==> config.mk <==
export PLATFORM = sky130hd
export DESIGN_NAME = regfile_write_queue
export DESIGN_NICKNAME = d
export VERILOG_FILES = /design/src/rtl/regfile_write_queue.sv
export SDC_FILE = /design/constraint.sdc
export NUM_CORES = 2
export LEC_CHECK = 0
export ABC_CLOCK_PERIOD_IN_PS = 3500
export CORE_UTILIZATION = 40
export CTS_CLUSTER_SIZE = 12
export DETAILED_ROUTE_END_ITERATION = 10
export DONT_BUFFER_PORTS = 1
export PLACE_DENSITY = 0.59
export SYNTH_ARGS = -nofsm -noshare
export SYNTH_HDL_FRONTEND = slang
export SYNTH_SLANG_ARGS = --single-unit
==> constraint.sdc <==
create_clock -name clk -period 3.5 [get_ports clk]
set_input_delay 0.35 -clock clk [delete_from_list [all_inputs] [get_ports clk]]
set_output_delay 0.35 -clock clk [all_outputs]
set_load 0.02 [all_outputs]
==> src/rtl/regfile_write_queue.sv <==
// Write side of the register file: a small FIFO of pending writes retiring one per cycle
// into the array, with two combinational read ports that forward from the youngest pending write.
module regfile_write_queue #(
  parameter int unsigned DEPTH  = 4,
  parameter int unsigned WIDTH  = 32,
  parameter int unsigned ADDR_W = 5
) (
  input  logic                      clk,
  input  logic                      reset,
  input  logic                      wr_valid,
  output logic                      wr_ready,
  input  logic [ADDR_W-1:0]         wr_addr,
  input  logic [WIDTH-1:0]          wr_data,
  input  logic                      hold,
  input  logic [ADDR_W-1:0]         rd_addr1,
  output logic [WIDTH-1:0]          rd_data1,
  input  logic [ADDR_W-1:0]         rd_addr2,
  output logic [WIDTH-1:0]          rd_data2,
  output logic [(1<<ADDR_W)-1:0]    reg_we,
  output logic [$clog2(DEPTH):0]    pending,
  output logic                      empty
);

  localparam int unsigned PtrW    = $clog2(DEPTH);
  localparam int unsigned CntW    = PtrW + 1;
  localparam int unsigned NumRegs = 1 << ADDR_W;

  logic [ADDR_W-1:0] q_addr_q [DEPTH];
  logic [WIDTH-1:0]  q_data_q [DEPTH];
  logic [WIDTH-1:0]  regs_q   [NumRegs];
  logic [PtrW-1:0]   head_q, head_d;
  logic [PtrW-1:0]   tail_q, tail_d;
  logic [CntW-1:0]   count_q, count_d;

  logic accept, enq, retire;

  assign wr_ready = (count_q < CntW'(DEPTH));
  assign empty    = (count_q == '0);
  assign pending  = count_q;
  assign accept   = wr_valid && wr_ready;
  // Writes to r0 complete the handshake but are dropped.
  assign enq      = accept && (wr_addr != '0);
  assign retire   = !empty && !hold;

  always_comb begin
    head_d  = head_q;
    tail_d  = tail_q;
    count_d = count_q;
    if (retire) head_d = head_q + PtrW'(1);
    if (enq)    tail_d = tail_q + PtrW'(1);
    if (enq && !retire)      count_d = count_q + CntW'(1);
    else if (!enq && retire) count_d = count_q - CntW'(1);
  end

  always_comb begin
    reg_we = '0;
    if (retire) reg_we[q_addr_q[head_q]] = 1'b1;
  end

  always_ff @(posedge clk) begin
    if (reset) begin
      head_q  <= '0;
      tail_q  <= '0;
      count_q <= '0;
      for (int r = 0; r < NumRegs; r++) regs_q[r] <= '0;
    end else begin
      head_q  <= head_d;
      tail_q  <= tail_d;
      count_q <= count_d;
      if (retire) regs_q[q_addr_q[head_q]] <= q_data_q[head_q];
    end
  end

  // Entry storage needs no reset: only slots counted by count_q are ever read.
  always_ff @(posedge clk) begin
    if (enq) begin
      q_addr_q[tail_q] <= wr_addr;
      q_data_q[tail_q] <= wr_data;
    end
  end

  logic [ADDR_W-1:0] rd_addr_arr [2];
  logic [WIDTH-1:0]  rd_val      [2];
  logic [PtrW-1:0]   fwd_idx;

  assign rd_addr_arr[0] = rd_addr1;
  assign rd_addr_arr[1] = rd_addr2;
  assign rd_data1       = rd_val[0];
  assign rd_data2       = rd_val[1];

  // Walk entries oldest to youngest so the last match wins.
  always_comb begin
    fwd_idx = '0;
    for (int p = 0; p < 2; p++) begin
      rd_val[p] = regs_q[rd_addr_arr[p]];
      for (int i = 0; i < DEPTH; i++) begin
        fwd_idx = head_q + PtrW'(i);
        if ((CntW'(i) < count_q) && (q_addr_q[fwd_idx] == rd_addr_arr[p])) begin
          rd_val[p] = q_data_q[fwd_idx];
        end
      end
      if (rd_addr_arr[p] == '0) rd_val[p] = '0;
    end
  end

endmodule

==> impl_metrics.tcl <==
set metrics [dict create \
    status "finished, violations left" \
    violations "slew limit, setup timing" \
    area_growth_pct 17.27 \
    clock_latency_ns 0.78 \
    utilization_pct 47.35 \
    routedWlPerCell_um 33.48 \
    final_nets 5067 \
    maxCapViolations 0 \
    grt_use_met3_pct 8.330 \
    syn_area_um2 64100 \
    cts.path.max_buffers 3 \
    ant_nets 0 \
    drt-total-wl_um 240300 \
    yosys_warnings 0 \
    drt_iter0_markers 7110 \
    synth_top_family_by_area "multiplexers" \
    synth_ff_type "edfxtp_1" \
    synth-compound-area-share_pct 7.162 \
    maxSlewViolCount 124 \
    path_max_fanout 322 \
    grt_pass1_vias 45130 \
    finalWorstPathRequiredPeriod_ns 4.210 \
    antenna_found_initial 6 \
    synth_cell_types 56 \
    globalRouteMet2Util_pct 44.33 \
    p_leak_nw 27.49 \
    cts_tree "built" \
    gp_congestion 0.8976 \
    pin_count 152 \
    fill_cells 13600 \
    clock_sinks 1181 \
    grt_max_degree 323 \
    syn_nets 4962 \
    grt_pass1_wl_um 333400 \
    reg2reg_depth 6 \
    synth_xor_area_share_pct 0.6149 \
    clock_skew_ns 0.02988 \
    die_y_um 402.3 \
    end_kind "output pin" \
    gr-total-overflow 0 \
    rsz0062_at_grt "true" \
    die_area_um2 161800 \
    cts_max_level 4 \
    use_met1_pct 38.24 \
    synthSimpleGateAreaFrac_pct 10.21 \
    worst_setup_path_start_kind "input port" \
    io_buffers 0 \
    clockRootBuffer "clkbuf_16" \
    rows 146 \
    multiInputGateArea_um2 27960 \
    remaining_drc_errors 0 \
    hp-class "in -> reg" \
    power_mw 43.44 \
    power.density_nw_per_um2 577.9 \
    grtUsageTotal_pct 28.65 \
    vias 47340 \
    r2r_slack_ns 0.45 \
    whs_path_depth 4 \
    top_usage_layer "met2" \
    seq_area_um2 35390 \
    core_area_um2 158700 \
    dp_hpwl_um 144500 \
    dieWidth_um 402.3 \
    synthMuxAreaShare_pct 23.16 \
    synth_area_per_cell_um2 13.08 \
    synthCells 4902 \
    yosysSeqAreaShare_pct 55.19 \
    synth-async-reset-ratio_pct 0 \
    crit_type "in -> out" \
    worst_slack_ns -0.7105 \
    holdWs_ns 0.01942 \
    dr.pass1.iters 7 \
    hold_viol 0 \
    dp_slack_ns -0.1997 \
    drive_gt1_share_pct 29.17 \
    routed_via_density 6.597 \
    worst-endpoint-required_ns 3.15 \
    start_util_pct 40.38 \
    setup_viol 64 \
    synthAdderAreaFrac_pct 0.1757 \
    fin_crit_sh_pct 120.3 \
    clk_pin_slew_ns 0.05 \
    ys_ff_latch 1181 \
    fmaxAchievable_mhz 237.5 \
    worst_pin_slew_ns 1.619 \
    synth_edf_count 1172 \
    cp.arrival_ns 3.86 \
    final.setup.tns_ns -26.16 \
    slew_headroom_pct -7.933 \
    numCtsBuffers 130 \
    ir_worst_vdd_mv 0.8307 \
]
==> placed cells by master, fill, tap and decap left out, types with 26 or more instances in the layout <==
| master | n |
|---|---|
| edfxtp_1 | 1172 |
| nor2_1 | 1119 |
| mux4_2 | 486 |
| buf_4 | 293 |
| mux2i_1 | 285 |
| nand2_1 | 225 |
| a22oi_1 | 173 |
| clkbuf_16 | 143 |
| mux2_2 | 90 |
| o211ai_1 | 90 |
| buf_12 | 79 |
| buf_6 | 65 |
| a21oi_1 | 54 |
| o21ai_0 | 51 |
| o21ai_2 | 41 |
| dlygate4sd3_1 | 38 |
| clkbuf_1 | 36 |
| or2_2 | 34 |
| clkinv_1 | 31 |
| o22ai_1 | 29 |
| o211a_1 | 29 |
| a21oi_2 | 26 |
==> per-layer routing <==
layer  vias up  part of all wire (%)
met5         -                 0.022
met4         6                   4.7
met3       631                    13
met2      3414                    45
met1     24340                    37
li1      18950                     -
==> cell usage after synthesis (6+ instances only) <==
library cell,n,area (um^2)
nor4_1,6,37.54
nor2b_1,8,50.05
buf_4,9,67.56
o311a_1,9,90.09
a211oi_1,34,255.2
inv_1,16,60.06
dfxtp_1,9,180.2
xnor2_1,22,192.7
buf_1,33,123.9
nor3b_1,6,45.04
nand3_1,19,95.09
o221ai_1,28,245.2
buf_2,122,610.6
o31ai_1,19,142.6
clkbuf_1,349,1310
nor2_1,1144,4294
or3_1,35,219.0
mux4_2,486,10950
and2_1,15,93.84
mux2i_1,288,2883
o21ai_0,78,390.4
xor2_1,23,201.4
nor3_1,54,270.3
o211a_1,31,310.3
a22o_1,7,61.31
a21oi_1,83,415.4
nand2_1,238,893.4
ha_1,9,112.6
mux2_2,90,1013
edfxtp_1,1172,35190
nand2b_1,7,43.79
o22ai_1,43,269.0
a22oi_1,174,1306
nand4_1,8,50.05
o211ai_1,90,675.7
and3_1,17,106.4
o21a_1,7,52.55
a21o_1,15,112.6
or2_2,34,212.7
o21ai_1,33,165.2
==> per-stage QoR <==
| step | cells | area, um^2 |
|---|---|---|
| floorplan | 4902 | 64100 |
| global placement | 6827 | 68310 |
| detailed placement | 6827 | 68310 |
| CTS | 7120 | 73520 |
| global route | 7174 | 75160 |
| finish | 7176 | 75170 |
==> critical path, stage by stage <==
cell      delay, ns
mux4_2         0.98
o211ai_1       0.39
nand2_1        0.28
or3_1          0.51
a211oi_1       0.31
a211oi_2       0.09
buf_4          0.21
==> cell families (layout without fill, tap and decap cells) <==
family | count (synthesis) | in the layout
AOI/OAI and AO/OA | 663 | 663
muxes | 864 | 864
other | 0 | 2
adders and majority gates | 9 | 9
DFF | 1181 | 1181
xor gates and xnor gates | 45 | 45
buffers and inverters | 536 | 731
and+or+nand+nor | 1604 | 1609
==> where the power goes <==
part           total, mW  switching (mW)  internal, mW
clock network       13.2            5.73          7.47
logic               13.0            8.45          4.56
registers           17.2           0.571          16.6
total               43.4            14.8          28.7
==> layout make-up <==
| class | count | share of cell area [%] |
|---|---|---|
| flip-flops and latches | 1181 | 47.08 |
| multi-input cells | 3190 | 37.20 |
| repair buffers | 487 | 6.870 |
| clock buffers | 170 | 4.641 |
| well taps | 2072 | 3.449 |
| clock inverters | 57 | 0.6675 |
| inverters | 17 | 0.08489 |
| diodes | 2 | 0.006658 |
==> flip-flops by register name (all words and copies together), names as in the netlist, named ones only <==
signal and cells:
head_q 2, pending 3, q_addr_q 20, q_data_q 128, regs_q 1024, tail_q 2
==> final timing paths <==
| kind | startpoint | to |
|---|---|---|
| max | rd_addr2[1] | rd_data2[5] |
| min | hold | head_q[0] |
| max reg2reg | q_addr_q[2][2] | regs_q[27][14] |
| min reg2reg | tail_q[1] | tail_q[1] |
==> timing repair <==
| action | 4_1_cts | 5_1_grt |
|---|---|---|
| endpoints found under the setup margin | 79 | 72 |
| hold buffers | 38 | 0 |
| resized for setup | 154 | 217 |
| pin swaps | 37 | 97 |
| gates cloned | 3 | 15 |
| endpoints found under the hold margin | 157 | 0 |
| setup buffers | 25 | 41 |
(Power assumes the default switching activity.)
